## config.mk

```make
export PLATFORM = sky130hd
export DESIGN_NAME = sid_write_arbiter
export DESIGN_NICKNAME = d
export VERILOG_FILES = /design/src/rtl/sid_pkg.sv /design/src/rtl/sid_wr_fifo.sv /design/src/rtl/sid_write_arbiter.sv
export SDC_FILE = /design/constraint.sdc
export NUM_CORES = 1
export LEC_CHECK = 0
export CAP_MARGIN = 20
export CORE_MARGIN = 4
export CORE_UTILIZATION = 60
export DETAILED_ROUTE_END_ITERATION = 7
export PLACE_DENSITY = 0.86
export SKIP_CTS_REPAIR_TIMING = 1
export SYNTH_ARGS = -nofsm -noshare
export SYNTH_HDL_FRONTEND = slang
export SYNTH_SLANG_ARGS = --single-unit
```

## constraint.sdc

```tcl
create_clock -name i_sys_clk -period 4.3 [get_ports i_sys_clk]
set_clock_uncertainty 0.2 [all_clocks]
set_input_delay 1.075 -clock i_sys_clk [delete_from_list [all_inputs] [get_ports i_sys_clk]]
set_output_delay 1.075 -clock i_sys_clk [all_outputs]
set_load 0.02 [all_outputs]
```

## src/rtl/sid_pkg.sv

```systemverilog
// sid_pkg: shared SID register-write widths and write-entry type
package sid_pkg;
    localparam int SID_ADDR_W = 5;
    localparam int SID_DATA_W = 8;
    typedef struct packed {
        logic [SID_ADDR_W-1:0] addr;
        logic [SID_DATA_W-1:0] data;
    } sid_wr_t;
endpackage

```

## src/rtl/sid_wr_fifo.sv

```systemverilog
// sid_wr_fifo: single-clock FIFO buffering one requester's SID writes
module sid_wr_fifo #(
    parameter int DEPTH = 4,
    parameter int W     = 13
)(
    input  logic         i_clk,
    input  logic         i_rst_n,
    input  logic         i_push,
    input  logic [W-1:0] i_din,
    input  logic         i_pop,
    output logic [W-1:0] o_dout,
    output logic         o_full,
    output logic         o_empty,
    output logic         o_ovf_set
);
    localparam int AW = $clog2(DEPTH);
    logic [W-1:0]  r_mem [DEPTH];
    logic [AW-1:0] r_wp, r_rp;
    logic [AW:0]   r_count;
    logic          w_push;
    // a pop frees a slot on the same edge, so a full FIFO still accepts a push alongside it
    assign w_push    = i_push && (!o_full || i_pop);
    assign o_full    = r_count == (AW+1)'(DEPTH);
    assign o_empty   = r_count == '0;
    assign o_ovf_set = i_push && o_full && !i_pop;
    assign o_dout    = r_mem[r_rp];
    // pointer and occupancy bookkeeping
    always_ff @(posedge i_clk) begin
        if (!i_rst_n) begin
            r_wp    <= '0;
            r_rp    <= '0;
            r_count <= '0;
        end else begin
            r_wp    <= r_wp + AW'(w_push);
            r_rp    <= r_rp + AW'(i_pop);
            r_count <= r_count + (AW+1)'(w_push) - (AW+1)'(i_pop);
        end
    end
    // entry storage needs no reset; the count guards reads
    always_ff @(posedge i_clk) begin
        if (w_push) r_mem[r_wp] <= i_din;
    end
endmodule

```

## src/rtl/sid_write_arbiter.sv

```systemverilog
// sid_write_arbiter: round-robin sharing of the SID write port between bus (A) and SPI (B)
module sid_write_arbiter
    import sid_pkg::*;
#(
    parameter int DEPTH  = 4,
    parameter int ADDR_W = SID_ADDR_W,
    parameter int DATA_W = SID_DATA_W
)(
    input  logic              i_sys_clk,
    input  logic              i_rst_n,
    input  logic              i_clk_en,
    input  logic              i_a_wr,
    input  logic [ADDR_W-1:0] i_a_addr,
    input  logic [DATA_W-1:0] i_a_data,
    output logic              o_a_full,
    output logic              o_a_ovf,
    input  logic              i_b_wr,
    input  logic [ADDR_W-1:0] i_b_addr,
    input  logic [DATA_W-1:0] i_b_data,
    output logic              o_b_full,
    output logic              o_b_ovf,
    input  logic              i_clr_ovf,
    output logic              o_sid_wr,
    output logic [ADDR_W-1:0] o_sid_addr,
    output logic [DATA_W-1:0] o_sid_data,
    output logic              o_grant_b
);
    sid_wr_t w_a_in, w_b_in, w_a_dout, w_b_dout, r_sid;
    logic    w_a_empty, w_b_empty, w_a_ovf_set, w_b_ovf_set;
    logic    w_issue, w_pick_b, w_pop_a, w_pop_b;
    logic    r_sid_wr, r_grant_b, r_a_ovf, r_b_ovf;
    assign w_a_in = '{addr: i_a_addr, data: i_a_data};
    assign w_b_in = '{addr: i_b_addr, data: i_b_data};
    sid_wr_fifo #(.DEPTH(DEPTH), .W($bits(sid_wr_t))) u_fifo_a (
        .i_clk(i_sys_clk), .i_rst_n(i_rst_n), .i_push(i_a_wr), .i_din(w_a_in),
        .i_pop(w_pop_a), .o_dout(w_a_dout), .o_full(o_a_full), .o_empty(w_a_empty),
        .o_ovf_set(w_a_ovf_set)
    );
    sid_wr_fifo #(.DEPTH(DEPTH), .W($bits(sid_wr_t))) u_fifo_b (
        .i_clk(i_sys_clk), .i_rst_n(i_rst_n), .i_push(i_b_wr), .i_din(w_b_in),
        .i_pop(w_pop_b), .o_dout(w_b_dout), .o_full(o_b_full), .o_empty(w_b_empty),
        .o_ovf_set(w_b_ovf_set)
    );
    // B wins when it alone has data, or both have data and A was served last
    assign w_pick_b = !w_b_empty && (w_a_empty || !r_grant_b);
    assign w_issue  = i_clk_en && (!w_a_empty || !w_b_empty);
    assign w_pop_a  = w_issue && !w_pick_b;
    assign w_pop_b  = w_issue && w_pick_b;
    // issue register, grant memory and sticky overflow flags (set beats clear)
    always_ff @(posedge i_sys_clk) begin
        if (!i_rst_n) begin
            r_sid_wr  <= 1'b0;
            r_sid     <= '0;
            r_grant_b <= 1'b1;
            r_a_ovf   <= 1'b0;
            r_b_ovf   <= 1'b0;
        end else begin
            r_sid_wr <= w_issue;
            if (w_issue) begin
                r_sid     <= w_pick_b ? w_b_dout : w_a_dout;
                r_grant_b <= w_pick_b;
            end
            r_a_ovf <= w_a_ovf_set || (r_a_ovf && !i_clr_ovf);
            r_b_ovf <= w_b_ovf_set || (r_b_ovf && !i_clr_ovf);
        end
    end
    assign o_sid_wr   = r_sid_wr;
    assign o_sid_addr = r_sid.addr;
    assign o_sid_data = r_sid.data;
    assign o_grant_b  = r_grant_b;
    assign o_a_ovf    = r_a_ovf;
    assign o_b_ovf    = r_b_ovf;
endmodule
```

==> results.yml, run 1 <==
critical_path:
  cp.required_ns: 3.02
  crit_fanout: 4
  arrival_ns: 2.03
  critPathKind: "reg -> out"
  critPathCaptureType: "output pin"
  reg2reg_depth: 9
  start_kind: "flop"
flow_run:
  maxCapViolations: 0
final_layout:
  layout_common_cells: "edfxtp_1, clkdlybuf4s50_1, dfxtp_1"
  layout-area-overhead-vs-synth_pct: 24.3
  n_antenna_cell: 0
  design_area_um2: 6380
  drive_gt1_frac: 0.219
  fin_nets: 379
  final_common_cell: "edfxtp_1"
global_route:
  gr-total-overflow: 0
  gr-usage-all-layers: 0.229
  grt_pass1_wl_mm: 16.4
  grt_antenna_before_repair: 0
  grt_use_met1: 0.295
  grt_max_degree: 25
  busiest_layer: "met2"
  grt_pass1_vias: 2933
  grtUsageMet2: 0.362
  met3_usage: 0.0768
clocking:
  clk_latency_ns: 0.51
  htreeDepth: 4
  cts_tree: "done"
  cts_buffers: 17
  cts_max_path_buffers: 2
  cts_sinks: 135
  clk_pin_slew_worst_paths_ns: 0.06
  cts-root-buf: "clkbuf_8"
sta:
  clock.fmax_mhz: 303
  setup_viol: 0
  worstMarginPinSlew_ns: 0.961
  fin_tns_setup_ns: 0
  drv_slew: 0
  fin_crit_sh: 0.768
  rsz0062_at_grt: "false"
  hold_viol: 0
  fin_crit_ns: 3.30
  slew_headroom: 0.359
route:
  wl_per_cell_um: 23.0
  ant_nets: 0
  num_vias: 2795
  first_iter_violations: 305
  drc: 0
  drt-total-wl_mm: 10.5
  viasPerCell: 6.12
  firstDrtPassIters: 5
status:
  outcome: "finished, final reports clean"
synthesis:
  synth_cell_types: 31
  synth_area_per_cell_um2: 19.0
  yosysWarnings: 0
  syn_nets: 311
  synth-seq-area-share: 0.729
  synth_cells: 271
  synth_area_um2: 5140
  ys_ff_latch: 135
die:
  dieArea_um2: 10100
  die_w_um: 101
  rows: 33
  ios: 51
  dieHeight_um: 101
  start_util: 0.622
  design.core.area_um2: 8260
worst_hold_path:
  holdPathStages: 2
  hold_class: "reg -> reg"
placement:
  dp_hpwl_mm: 6.19
  port_buffers: 50
  dpl-instance-area_um2: 5780
  gp_congestion: 0.803
power_and_ir_drop:
  p_leak_nw: 2.17
  peakVddDrop_v: 0.000440
  p_per_area_nw_per_um2: 671
-- path summary, 6_finish.rpt --
| check | from | end | slack [ns] |
|---|---|---|---|
| max | u_fifo_a.r_count[2]$_SDFF_PN0_ | o_a_full | 1.0 |
| min reg2reg | o_a_ovf$_SDFF_PN0_ | o_a_ovf$_SDFF_PN0_ | 0.27 |
| max reg2reg | u_fifo_a.r_count[2]$_SDFF_PN0_ | u_fifo_a.r_count[2]$_SDFF_PN0_ | 1.59 |
| min | o_a_ovf$_SDFF_PN0_ | o_a_ovf$_SDFF_PN0_ | 0.27 |
-- layer usage --
metal | vias to the layer above | part of all wire
li1 | 1218 | -
met1 | 1408 | 0.40
met2 | 149 | 0.51
met3 | 20 | 0.067
met4 | 0 | 0.026
met5 | - | 0
-- synth_stat cells, drive strengths merged --
cell    count  area share
a211oi      1      0.0015
ha          6       0.015
nand3b      1      0.0015
nand2b      3      0.0037
nor3b       5      0.0073
a21oi       4      0.0083
fa          2      0.0078
edfxtp    104        0.61
dfxtp      31        0.12
o21ai       3      0.0051
and3        2      0.0024
nor3        2      0.0019
mux4       26        0.11
xor2        2      0.0034
nand2       2      0.0015
nor2       23       0.017
and2        6      0.0073
xnor2       8       0.014
inv        11      0.0080
a222oi     13       0.025
clkbuf      3      0.0022
o31ai       2      0.0049
or3b        1      0.0017
or3         2      0.0044
buf         7       0.012
o211ai      1      0.0015
-- report_power, final --
part | internal, mW | total, mW | switching (mW)
Clock | 0.881 | 1.39 | 0.512
Combinational | 0.551 | 1.09 | 0.543
Sequential | 1.62 | 1.79 | 0.175
Total | 3.05 | 4.28 | 1.23
-- registers in the layout (all words and copies together), names as in the netlist, 3 cells and up --
signal / flops
u_fifo_b.r_count: 3
o_sid_addr: 5
u_fifo_b.r_mem: 52
u_fifo_a.r_count: 3
o_sid_data: 8
u_fifo_a.r_mem: 52
-- final cells by class --
type                       instances  area, um^2
sequential                       135        3740
fill                             461        1880
multi-input combinational        115        1300
timing repair buffer              59         588
clock buffer                      20         425
clock inverter                    12         154
tap                              105         131
inverter                          11        41.3
-- worst max-delay path, cell delays in order (launching register included) --
cell             delay (ns)
dfxtp_1                0.41
nor3b_1                0.42
clkdlybuf4s50_1        0.69
-- through the flow --
step	utilization	total power, mW	instances	setup WS, ns	hold slack [ns]
global route	0.773	4.48	457	0.878	0.292
CTS	0.770	4.27	456	1.00	0.277
finish	0.773	4.28	457	0.998	0.275
floorplan	-	2.49	271	1.17	0.325
global placement	0.699	2.79	424	0.864	0.260
detailed placement	0.699	2.84	424	0.760	0.266
-- kinds of logic (layout without fill, tap and decap cells) --
group           after synthesis  after routing  share of synthesized area
simple gates                 47             47                     0.0490
buf+inv                      21            102                     0.0222
xor+xnor                     10             10                     0.0171
compound gates               24             24                     0.0465
mux                          26             26                      0.114
flops                       135            135                      0.729
fa+ha+maj                     8              8                     0.0224
(Power assumes the default switching activity.)
==> inputs of run 2 (changes only) <==
--- a/config.mk
+++ b/config.mk
@@ -7,9 +7,9 @@
 export LEC_CHECK = 0
 export CAP_MARGIN = 20
 export CORE_MARGIN = 4
-export CORE_UTILIZATION = 60
+export CORE_UTILIZATION = 56
 export DETAILED_ROUTE_END_ITERATION = 7
-export PLACE_DENSITY = 0.86
+export PLACE_DENSITY = 0.82
 export SKIP_CTS_REPAIR_TIMING = 1
 export SYNTH_ARGS = -nofsm -noshare
 export SYNTH_HDL_FRONTEND = slang
==> constraint.sdc (replaced) <==
create_clock -name i_sys_clk -period 3.5 [get_ports i_sys_clk]
set_clock_uncertainty 0.2 [all_clocks]
set_input_delay 0.875 -clock i_sys_clk [delete_from_list [all_inputs] [get_ports i_sys_clk]]
set_output_delay 0.875 -clock i_sys_clk [all_outputs]
set_load 0.02 [all_outputs]
==> run 2 against run 1 <==
First-iteration DRC count is 23% lower. Cell area hardly changed. Final cell count is 1.3% higher. Global-route usage is 3.4 points lower. Sequential power is 21% higher. Count of clock-buffer cells in the layout is 2 lower. Worst setup slack worse by 0.56 ns. Clock power is 22% higher. Via count is 2.5% lower. Register-to-register slack worse by 0.70 ns. Critical endpoint unchanged. Largest cell class unchanged.
==> results.yml, run 2 (synthesis results as in run 1) <==
clocking:
  clk_latency_ns: 0.52
  clk_pin_slew_worst_paths_ns: 0.06
  cts_max_path_buffers: 2
  cts_sinks: 135
  cts_tree: "done"
  cts_buffers: 17
  cts-root-buf: "clkbuf_8"
  htreeDepth: 4
sta:
  fin_tns_setup_ns: 0
  fin_crit_ns: 3.06
  setup_viol: 0
  worstMarginPinSlew_ns: 0.773
  rsz0062_at_grt: "false"
  fin_crit_sh: 0.874
  hold_viol: 0
  slew_headroom: 0.484
  drv_slew: 0
  clock.fmax_mhz: 327
placement:
  gp_congestion: 0.850
  dp_hpwl_mm: 6.18
  port_buffers: 50
die:
  ios: 51
  dieArea_um2: 10800
  design.core.area_um2: 8810
  start_util: 0.583
  dieHeight_um: 104
  rows: 34
  die_w_um: 104
status:
  outcome: "finished, final reports clean"
final_layout:
  fin_nets: 382
  drive_gt1_frac: 0.237
  final_common_cell: "edfxtp_1"
  n_fill_cell: 517
  layout-area-overhead-vs-synth_pct: 24.4
  layout_common_cells: "edfxtp_1, clkdlybuf4s50_1, dfxtp_1"
  n_antenna_cell: 0
route:
  first_iter_violations: 235
  drt-total-wl_mm: 9.71
  ant_nets: 0
  drc: 0
  wl_per_cell_um: 21.0
  num_vias: 2725
  viasPerCell: 5.89
  firstDrtPassIters: 6
critical_path:
  crit_path_end: "o_a_full"
  r2r_end: "u_fifo_a.r_count[2]$_SDFF_PN0_"
  reg2reg_depth: 9
  crit_path_start: "u_fifo_a.r_count[2]$_SDFF_PN0_"
  r2r-start: "u_fifo_a.r_count[2]$_SDFF_PN0_"
  regToRegSetupSlack_ns: 0.89
  cp.required_ns: 2.42
  critPathKind: "reg -> out"
  critPathCaptureType: "output pin"
  crit_fanout: 4
  start_kind: "flop"
  arrival_ns: 1.98
power_and_ir_drop:
  peakVddDrop_v: 0.000648
  p_total_mw: 5.17
  p_leak_nw: 2.17
  p_per_area_nw_per_um2: 810
global_route:
  grt_antenna_before_repair: 0
  gr-usage-all-layers: 0.194
  gr-total-overflow: 0
  grt_pass1_vias: 2875
  grt_max_degree: 25
  grt_pass1_wl_mm: 15.6
flow_run:
  maxCapViolations: 0
worst_hold_path:
  hold_class: "reg -> reg"
## run 2: through the flow
stage,cell area (um^2),utilization,setup WS [ns],instances,hold WS [ns]
5_1_grt,6390,0.725,0.387,463,0.282
4_1_cts,6390,0.725,0.417,463,0.271
6_report,6390,0.725,0.441,463,0.267
3_3_place_gp,5810,0.660,0.277,431,0.260
3_5_place_dp,5810,0.660,0.218,431,0.260
2_1_floorplan,5140,-,0.569,271,0.325
## run 2: worst min-delay path by stage
stage | from | end | slack (ns) | cells past startpoint
2_1_floorplan | u_fifo_a.r_wp[1]$_SDFF_PN0_ | u_fifo_a.r_wp[1]$_SDFF_PN0_ | 0.32 | 2
3_3_place_gp | o_a_ovf$_SDFF_PN0_ | o_a_ovf$_SDFF_PN0_ | 0.26 | 2
3_5_place_dp | o_a_ovf$_SDFF_PN0_ | o_a_ovf$_SDFF_PN0_ | 0.26 | 2
4_1_cts | o_a_ovf$_SDFF_PN0_ | o_a_ovf$_SDFF_PN0_ | 0.27 | 2
5_1_grt | o_a_ovf$_SDFF_PN0_ | o_a_ovf$_SDFF_PN0_ | 0.28 | 2
6_report | o_a_ovf$_SDFF_PN0_ | o_a_ovf$_SDFF_PN0_ | 0.27 | 2
## run 2: power by group
part           switching (mW)  internal (mW)  total [mW]
Sequential              0.184           1.99        2.17
Clock                   0.716          0.973        1.69
Combinational           0.652          0.657        1.31
Total                    1.55           3.62        5.17
## run 2: critical path, stage by stage (launching register included)
cell             delay, ns
dfxtp_1               0.42
nor3b_1               0.36
clkdlybuf4s50_1       0.68
## run 2: area by class of cell
cell class              instances  area (um^2)  area share
inverters                      11         41.3     0.00646
clock inverters                14          155      0.0243
flip-flops and latches        135         3740       0.586
clock buffers                  18          418      0.0654
multi-input cells             115         1300       0.204
repair buffers                 62          591      0.0925
well taps                     108          135      0.0212
## run 2: routing by layer
layer  wire length, um  share of wire  up-vias  GRT usage
li1                  -              -     1228          -
met1              3870           0.40     1368      0.249
met2              4900           0.50      118      0.310
met3               771          0.079       11     0.0603
met4               166          0.017        0     0.0826
met5                 0              0        -          0
==> inputs of run 3 (changes only) <==
--- a/config.mk
+++ b/config.mk
@@ -9,6 +9,7 @@
 export CORE_MARGIN = 4
 export CORE_UTILIZATION = 56
 export DETAILED_ROUTE_END_ITERATION = 7
+export GPL_ROUTABILITY_DRIVEN = 0
 export PLACE_DENSITY = 0.82
 export SKIP_CTS_REPAIR_TIMING = 1
 export SYNTH_ARGS = -nofsm -noshare
==> results of run 3 <==
No change in the layout: final DEF, timing and power equal those of run 2.
